### config.mk
export PLATFORM = sky130hd
export DESIGN_NAME = regfile_wb_arbiter
export DESIGN_NICKNAME = d
export VERILOG_FILES = /design/src/rtl/regfile_alu_shared_pkg.sv /design/src/rtl/regfile_pkg.sv /design/src/rtl/regfile_wb_arbiter_arb2.sv /design/src/rtl/regfile_wb_arbiter.sv
export SDC_FILE = /design/constraint.sdc
export NUM_CORES = 1
export LEC_CHECK = 0
export CAP_MARGIN = 20
export CORE_MARGIN = 10
export CORE_UTILIZATION = 35
export DETAILED_ROUTE_END_ITERATION = 12
export PLACE_DENSITY = 0.77
export SLEW_MARGIN = 10
export SYNTH_ARGS = -nofsm -noshare
export SYNTH_HDL_FRONTEND = slang
export SYNTH_SLANG_ARGS = --single-unit
### constraint.sdc
create_clock -name clk -period 1.8 [get_ports clk]
set_clock_uncertainty 0.15 [all_clocks]
set_input_delay 0.27 -clock clk [delete_from_list [all_inputs] [get_ports clk]]
set_output_delay 0.27 -clock clk [all_outputs]
set_load 0.1 [all_outputs]
### src/rtl/regfile_alu_shared_pkg.sv
// Types shared between the ALU and its consumers in the register-file slice.
package regfile_alu_shared_pkg;

  typedef enum logic [1:0] {
    NONE = 2'b00,
    REGC = 2'b01,
    REGF = 2'b10,
    RFU  = 2'b11
  } write_sel_t;

endpackage

### src/rtl/regfile_pkg.sv
// Register-file types: register indices, register count and write-back source ids.
package regfile_pkg;

  localparam int REGISTERS = 8;

  typedef enum logic [2:0] {
    R_ZERO = 3'b000,
    R_GP1  = 3'b001,
    R_GP2  = 3'b010,
    R_GP3  = 3'b011,
    R_GP4  = 3'b100,
    R_GP5  = 3'b101,
    R_SP   = 3'b110,
    R_F    = 3'b111
  } reg_addr_t;

  typedef enum logic {
    SRC_ALU = 1'b0,
    SRC_LSU = 1'b1
  } wb_src_t;

endpackage

### src/rtl/regfile_wb_arbiter_arb2.sv
// wb_arb2: 2-way write-back grant logic. REGFILE_WB_RR_EN selects round-robin
// (1-bit pointer); otherwise fixed priority with the LSU winning conflicts.
module wb_arb2
  import regfile_pkg::*;
(
  input  logic clk,
  input  logic rst_n,
  input  logic alu_valid,
  input  logic lsu_valid,
  input  logic hold,
  output logic alu_grant,
  output logic lsu_grant
);

  logic open_gate;

  // No grants while frozen or while reset is asserted.
  assign open_gate = rst_n && !hold;

`ifdef REGFILE_WB_RR_EN
  wb_src_t ptr;

  always_comb begin
    alu_grant = open_gate && alu_valid && (!lsu_valid || ptr == SRC_ALU);
    lsu_grant = open_gate && lsu_valid && (!alu_valid || ptr == SRC_LSU);
  end

  // The pointer always points away from whoever was granted last.
  always_ff @(posedge clk or negedge rst_n) begin
    if (!rst_n) begin
      ptr <= SRC_ALU;
    end else if (alu_grant) begin
      ptr <= SRC_LSU;
    end else if (lsu_grant) begin
      ptr <= SRC_ALU;
    end
  end
`else
  logic unused_clk;

  assign unused_clk = clk;

  always_comb begin
    lsu_grant = open_gate && lsu_valid;
    alu_grant = open_gate && alu_valid && !lsu_valid;
  end
`endif

endmodule

### src/rtl/regfile_wb_arbiter.sv
// Write-back arbiter for the single register-file write port (ALU vs LSU).
// Conflict policy: round-robin when REGFILE_WB_RR_EN is defined, else LSU priority.
module regfile_wb_arbiter
  import regfile_pkg::*;
  import regfile_alu_shared_pkg::*;
#(
  parameter int DATA_WIDTH = 16
) (
  input  logic                  clk,
  input  logic                  rst_n,
  input  logic                  i_alu_valid,
  output logic                  o_alu_ready,
  input  write_sel_t            i_alu_sel,
  input  reg_addr_t             i_alu_dst,
  input  logic [DATA_WIDTH-1:0] i_alu_data,
  input  logic [DATA_WIDTH-1:0] i_alu_flags,
  input  logic                  i_lsu_valid,
  output logic                  o_lsu_ready,
  input  reg_addr_t             i_lsu_dst,
  input  logic [DATA_WIDTH-1:0] i_lsu_data,
  input  logic                  i_hold,
  output logic                  o_wr_en,
  output reg_addr_t             o_wr_addr,
  output logic [DATA_WIDTH-1:0] o_wr_data,
  output logic [REGISTERS-1:0]  o_pending,
  output logic                  o_err
);

  logic                  alu_grant;
  logic                  lsu_grant;
  logic                  nxt_we;
  reg_addr_t             nxt_addr;
  logic [DATA_WIDTH-1:0] nxt_data;
  logic                  nxt_err;

  wb_arb2 u_arb (
    .clk       (clk),
    .rst_n     (rst_n),
    .alu_valid (i_alu_valid),
    .lsu_valid (i_lsu_valid),
    .hold      (i_hold),
    .alu_grant (alu_grant),
    .lsu_grant (lsu_grant)
  );

  assign o_alu_ready = alu_grant;
  assign o_lsu_ready = lsu_grant;

  // Writes to R_ZERO are accepted but never reach the port.
  always_comb begin
    nxt_we   = 1'b0;
    nxt_addr = R_ZERO;
    nxt_data = '0;
    nxt_err  = 1'b0;
    if (lsu_grant) begin
      nxt_addr = i_lsu_dst;
      nxt_data = i_lsu_data;
      nxt_we   = (i_lsu_dst != R_ZERO);
    end else if (alu_grant) begin
      unique case (i_alu_sel)
        REGC: begin
          nxt_addr = i_alu_dst;
          nxt_data = i_alu_data;
          nxt_we   = (i_alu_dst != R_ZERO);
        end
        REGF: begin
          nxt_addr = R_F;
          nxt_data = i_alu_flags;
          nxt_we   = 1'b1;
        end
        RFU:     nxt_err = 1'b1;
        default: nxt_err = 1'b0;
      endcase
    end
  end

  // The output register drains every cycle, so the only write granted but not
  // yet driven is the one being granted right now.
  always_comb begin
    o_pending = '0;
    if (nxt_we) begin
      o_pending[nxt_addr] = 1'b1;
    end
  end

  always_ff @(posedge clk or negedge rst_n) begin
    if (!rst_n) begin
      o_wr_en   <= 1'b0;
      o_wr_addr <= R_ZERO;
      o_wr_data <= '0;
      o_err     <= 1'b0;
    end else begin
      o_wr_en   <= nxt_we;
      o_wr_addr <= nxt_we ? nxt_addr : R_ZERO;
      o_wr_data <= nxt_we ? nxt_data : '0;
      o_err     <= nxt_err;
    end
  end

endmodule

### After elaboration in Yosys (flattened, before gate mapping)

Index checks and enable logic that the tools add are counted.

* bits in registers: 21
* bits of input ports: 61
* output and inout bits: 31

* order comparisons: 2
* equal/unequal tests: 3
* mux-type cells: 17
* reduce and logical (&&, ||, !) cells: 9

Operator list (number)
* $mux 16: 3
* $pmux 16 s2: 1
* $mux 3: 3
* $mux 8: 1
* $mux 1: 6
* $pmux 3 s2: 1
* $reduce_bool 3->1: 2
* $logic_and 1x1->1: 5
* $eq 2x2->1 const B: 2
* $lt 3x4->1 const B: 1
* $demux 1 s3: 1
* $ge 3x1->1 const B: 1
* $eq 2x1->1 const B: 1
* $logic_not 1->1: 2
* $pmux 1 s2: 1

### Longest topological paths before layout

Gate-level depths: netlist (run 1).

* word-level depth: 11
* mapped depth: 7
* depth with buffers taken out: 6

### By module

Synthesis (run 1) repeated with hierarchy kept, for this count alone.

* cells, all modules: 113
* area total of the unflattened synthesis: 1148.6 µm²

Modules (own cells, without submodules)
* regfile_wb_arbiter: instances 1, cells an instance 111, area an instance 1126.1 µm²
* wb_arb2: instances 1, cells an instance 2, area an instance 22.5 µm²

### Worst setup path after synthesis (run 1)

Ideal clock, no wire load.

* path kind: input to output
* start point: in i_alu_sel[0]
* end point: out o_pending[1]
* arrival: 3.244 ns
* data required time: 1.380 ns
* path slack: -1.864 ns
* stages: 7
* path buffers: 1
* cell sequence: inv_1 > ha_1 > buf_4 > a21o_1 > a32oi_4 > inv_2 > nor3_1

* word-level cells in the longest chain between the ends: 9
* elaborated cells on any way between the ends: 14
* those cells by class: order compare (2); eq/ne (2); mux (9); reduce/logical (1)

Ends and longest elaborated chain
* start, declared: line regfile_wb_arbiter.sv:13 `input write_sel_t i_alu_sel,`
* $eq 2x2->1 / $eq 2x1->1 (equally long branches): line regfile_wb_arbiter.sv:60 `unique case (i_alu_sel)`
* $pmux 3 s2: line regfile_wb_arbiter.sv:60
* $mux 3: line regfile_wb_arbiter.sv:59 `end else if (alu_grant) begin`
* $mux 3: line regfile_wb_arbiter.sv:55 `if (lsu_grant) begin`
* $lt 3x4->1 (implied by the code) / $ge 3x1->1 (equally long branches): line regfile_wb_arbiter.sv:82 `o_pending[nxt_addr] = 1'b1;`
* $logic_and 1x1->1 (implied by the code): line regfile_wb_arbiter.sv:82
* $mux 1 (implied by the code): line regfile_wb_arbiter.sv:82
* $demux 1 s3: line regfile_wb_arbiter.sv:82
* $mux 8 *: line regfile_wb_arbiter.sv:81 `if (nxt_we) begin`
* end, declared: line regfile_wb_arbiter.sv:25 `output logic [REGISTERS-1:0] o_pending,`

Every way passes the cells marked *; elsewhere a longest branch is shown, timed or not.

### Final worst setup path (run 1)

Same ends and word-level chain as after synthesis.

==> results of run 1 <==
[what timing repair did]
action	in CTS	in global routing
setup buffers	4	1
endpoints found under the hold margin	21	0
endpoints found under the setup margin	26	7
gates resized for setup	37	1
pin swaps	15	4
hold buffers	1	0
[worst max-delay path by stage]
stage	start	depth (start not counted)	to	slack, ns
after CTS	i_alu_sel[0]	9	o_pending[2]	-0.27
after global placement	i_alu_sel[0]	9	o_pending[3]	-0.67
after detailed placement	i_alu_sel[0]	9	o_pending[3]	-0.74
after floorplan	i_alu_sel[0]	7	o_pending[1]	-0.74
after global routing	i_alu_sel[0]	9	o_pending[1]	-0.32
final	i_alu_sel[0]	9	o_pending[1]	-0.24
[critical path: stages]
cell,delay (ns)
buf_8,0.08
buf_6,0.11
inv_8,0.03
ha_4,0.27
inv_6,0.05
a32oi_4,0.28
inv_4,0.09
nor3_4,0.24
buf_12,0.20
[layout make-up]
cell class              count  area, um2
multi-input cells          72      767.0
inverters                   6      42.54
well taps                  48      60.06
repair buffers            114       1403
clock inverters             1      5.005
clock buffers               3      41.29
fillers                   227      817.0
flip-flops and latches     21      525.5
[routing by layer]
layer,global-route usage [%],vias up,share of wire (%)
li1,-,654,-
met1,18.44,662,38
met2,27.96,81,47
met3,9.607,6,14
met4,2.891,0,0.73
met5,0,-,0
[power by group through the flow]
stage	logic (uW)	clock network (uW)	registers, uW
floorplan	180	0	534
global placement	446	0	492
detailed placement	455	0	492
CTS	470	316	482
global route	497	331	483
finish	470	313	482
[cells by family (layout without fill, tap and decap cells)]
group                      after synthesis  count (layout)  share of synthesized area [%]
DFF                                     21              21                          39.44
and+or+nand+nor                         11              11                          6.479
buffers and inverters                   19             124                          10.33
AOI/OAI and AO/OA                       57              57                          40.66
adders and majority gates                3               3                          2.817
other                                    1               1                         0.2814
[registers in the layout (all words and copies together) (netlist names)]
name,flops
o_wr_en,1
o_wr_data,16
o_wr_addr,3
o_err,1
[per-stage QoR]
stage / power [uW] / setup TNS [ns] / hold slack, ns / worst slack [ns] / utilization [%]
after global routing: 1311 / -1.802 / 0.3205 / -0.3219 / 77.68
after detailed placement: 947.4 / -14.19 / 0.6243 / -0.7389 / 74.06
final: 1266 / -1.391 / 0.3175 / -0.2411 / 77.68
after floorplan: 713.9 / -4.606 / -0.1756 / -0.7356 / -
after CTS: 1268 / -1.556 / 0.2780 / -0.2666 / 77.41
after global placement: 937.5 / -13.08 / 0.6175 / -0.6721 / 74.06
[cells in the final DEF (no fill, tap or decap), types with 5 or more instances in the layout]
cell type / synthesis / routed
a21oi_1: 7 / 7
a21oi_2: 9 / 9
a22o_1: 16 / 16
a32oi_1: 16 / 16
buf_12: 1 / 31
buf_4: 4 / 17
buf_6: 3 / 6
clkdlybuf4s50_1: 0 / 49
dfrtp_1: 21 / 21
dlygate4sd2_1: 0 / 5
nor3_4: 0 / 7
==> results.toml, run 1 <==
[run_status]
run_status = "complete, but fails checks"
violations = "setup timing"

[place]
dp_cells = 255
dp_hpwl_mm = 4.519
portBuffers = 90
place.gp.congestion = 0.8486
placed_area_um2 = 2711

[synthesis]
synth_cell_types = 26
synth_area_leaders = "dfrtp_1, a22o_1, a32oi_1"
ys_async_sr_fraction_pct = 100.0
syn-num-nets = 176
synth_edf_count = 0
synth_seq_cells = 21
synth.avg_cell_area_um2 = 11.90
synth_warnings = 0
syn_inst = 112
yosys-top-cells-count = "dfrtp_1, a22o_1, a32oi_1"
synth-main-ff-cell = "dfrtp_1"
yosysMostFrequentCell = "dfrtp_1"
synth_top_area_share_pct = 39.44
syn-cell-area_um2 = 1333
yosys.area.top_type = "dfrtp_1"
seq_area_frac_synth_pct = 39.44

[critical_path]
crit_arrival_ns = 1.62
cp.required_ns = 1.38
cp_max_fo = 5
worstSetupPathType = "input port to output pin"
start_kind = "input port"
worst_setup_path_end_kind = "output pin"

[floorplan]
initial_core_util_pct = 36.40
fp.dieH_um = 81.70
rows = 22
die_area_um2 = 6675
core_area_um2 = 3661
die_x_um = 81.70
top_level_ports = 92

[clocking]
h-tree-depth = 1
cts_buffer_depth = 2
cts_tree = "done"
cts_root_buf = "clkbuf_8"
path_clk_slew_ns = 0.08
numCtsBuffers = 3
cts_sinks = 21

[global_routing]
antenna_found_initial = 0
grt_pass1_wl_mm = 8.776
grt_util_all_layers_pct = 16.74
grt_pass1_vias = 1598
grt_max_degree = 22
overflow = 0

[timing]
slew_viol_final = 0
setup_viol = 7
rsz0062_at_grt = "true"
setup_ws_ns = -0.2411
fin_crit_ns = 2.041
max_clock_freq_mhz = 489.9
slew_headroom_pct = 61.00
finalCritPeriodShare_pct = 113.4
hold_viol = 0
tightest_slew_ns = 0.5822

[routing]
remaining_drc_errors = 0
drt-initial-drc-count = 65
wirelength_mm = 5.490
dr.pass1.iters = 4
post_drt_wl_per_cell_um = 20.72
vias = 1403
drtAntennaViolNets = 0
viasPerCell = 5.294

[power]
power.density_nw_per_um2 = 445.2
p_seq_share_pct = 38.1
peakVddDrop_v = 0.0002907
p_sw_share_pct = 31.68
power.switching_uw = 401.1
share_comb_of_total_power_pct = 37.2
clkPwrFrac_pct = 24.7
leakage_uw = 0.001183
internal-power_uw = 865.1

[min_path]
min_path_type = "input port to flop"
hold_end = "o_err$_DFF_PN0_"
hold_start = "i_alu_sel[1]"
holdPathStages = 4

[layout]
stdcell_area_um2 = 2844
area_delta_synth_final_pct = 113.4
drive_gt1_share_pct = 42.40
num-nets-final = 282
finalNonFillerCells = 265
diodes = 0

[flow_run]
drv_cap = 0
Power figures use the tool's default switching activity.
==> run 2: changes to the inputs <==
--- a/config.mk
+++ b/config.mk
@@ -8,7 +8,9 @@
 export CAP_MARGIN = 20
 export CORE_MARGIN = 10
 export CORE_UTILIZATION = 35
+export CTS_CLUSTER_SIZE = 8
 export DETAILED_ROUTE_END_ITERATION = 12
+export MAX_ROUTING_LAYER = met4
 export PLACE_DENSITY = 0.77
 export SLEW_MARGIN = 10
 export SYNTH_ARGS = -nofsm -noshare
==> results.toml, run 2 (synthesis results as in run 1) <==
[routing]
drt-initial-drc-count = 67
viasPerCell = 5.332
wirelength_mm = 5.473
dr.pass1.iters = 4
remaining_drc_errors = 0
vias = 1413
post_drt_wl_per_cell_um = 20.65
drtAntennaViolNets = 0

[layout]
layout_common_cells = "clkdlybuf4s50_1, buf_12, dfrtp_1, buf_4"
reg.largest.list = "o_wr_data: 16 flops, o_wr_addr: 3 flops"
regMostFlops = "o_wr_data"
final_common_cell = "clkdlybuf4s50_1"
largest_reg_flops = 16
diodes = 0
num-nets-final = 282
drive_gt1_share_pct = 42.40
n_fill_cell = 227
area_delta_synth_final_pct = 113.4
stdcell_area_um2 = 2844

[timing]
setup_viol = 7
tns_ns = -1.416
rsz0062_at_grt = "true"
fin_crit_ns = 2.047
max_clock_freq_mhz = 488.5
fin_hold_ws_ns = 0.3167
setup_ws_ns = -0.2469
tightest_slew_ns = 0.5798
slew_viol_final = 0
hold_viol = 0
finalCritPeriodShare_pct = 113.7
slew_headroom_pct = 61.16

[global_routing]
grt_pass1_vias = 1604
antenna_found_initial = 0
overflow = 0
grt_pass1_wl_mm = 8.742
grt_max_degree = 22
grt_util_all_layers_pct = 17.24

[floorplan]
fp.dieH_um = 81.70
initial_core_util_pct = 36.40
die_x_um = 81.70
core_area_um2 = 3661
top_level_ports = 92
die_area_um2 = 6675
rows = 22

[clocking]
cts_root_buf = "clkbuf_8"
numCtsBuffers = 3
cts_buffer_depth = 2
h-tree-depth = 1
cts_sinks = 21
cts_tree = "done"
path_clk_slew_ns = 0.08

[min_path]
min_path_type = "input port to flop"

[run_status]
violations = "setup timing"
run_status = "complete, but fails checks"

[critical_path]
worstSetupPathType = "input port to output pin"
start_kind = "input port"
cp.required_ns = 1.38
crit_arrival_ns = 1.63
cp_max_fo = 5
worst_setup_path_end_kind = "output pin"

[flow_run]
drv_cap = 0

[place]
placed_area_um2 = 2711
portBuffers = 90
dp_hpwl_mm = 4.519
place.gp.congestion = 0.8619
dp_slack_ns = -0.7389

[power]
leakage_uw = 0.001183
power.density_nw_per_um2 = 445.3
peakVddDrop_v = 0.0002915
==> run 2: layout make-up <==
cell class / count / area, um2 / area share, %
timing repair buffer: 114 / 1403 / 49.32
multi-input combinational: 72 / 767.0 / 26.97
sequential: 21 / 525.5 / 18.48
tap: 48 / 60.06 / 2.112
inverter: 6 / 42.54 / 1.496
clock buffer: 3 / 41.29 / 1.452
clock inverter: 1 / 5.005 / 0.1760
==> run 2: final timing paths <==
kind,start,end,depth (start not counted)
min in group asynchronous,rst_n,o_err$_DFF_PN0_,3
max in group asynchronous,rst_n,o_wr_data[8]$_DFF_PN0_,3
worst max-delay path,i_alu_sel[0],o_pending[1],9
worst min-delay path,i_alu_sel[1],o_err$_DFF_PN0_,4
==> run 2: per-stage QoR <==
step,power [uW],std cells,util (%)
after floorplan,713.9,112,-
after CTS,1268,264,77.41
after global placement,937.5,255,74.06
after global routing,1311,265,77.68
after detailed placement,947.4,255,74.06
final,1267,265,77.68
==> run 2: metal layers <==
layer	part of all wire [%]	track usage [%]
met1	40	19.65
met4	0.73	2.891
met3	12	7.533
met2	47	27.96
met5	0	-
==> run 2: timing repair <==
action                                  CTS  global route
buffers inserted                          4             1
gates resized for setup                  37             1
endpoints found under the hold margin    21             0
endpoints found under the setup margin   26             7
hold buffers                              1             0
pin swaps                                15             4
==> run 2: critical path, cell delays in order <==
cell and delay (ns):
buf_8 0.08, buf_6 0.11, inv_8 0.03, ha_4 0.27
inv_6 0.05, a32oi_4 0.28, inv_4 0.09, nor3_4 0.24
buf_12 0.20
==> run 2: where the power goes <==
| part | switching [uW] | total (uW) | internal (uW) |
|---|---|---|---|
| registers | 5.08 | 482 | 477 |
| clock network | 160 | 314 | 154 |
| logic | 237 | 470 | 234 |
| total | 401 | 1270 | 865 |
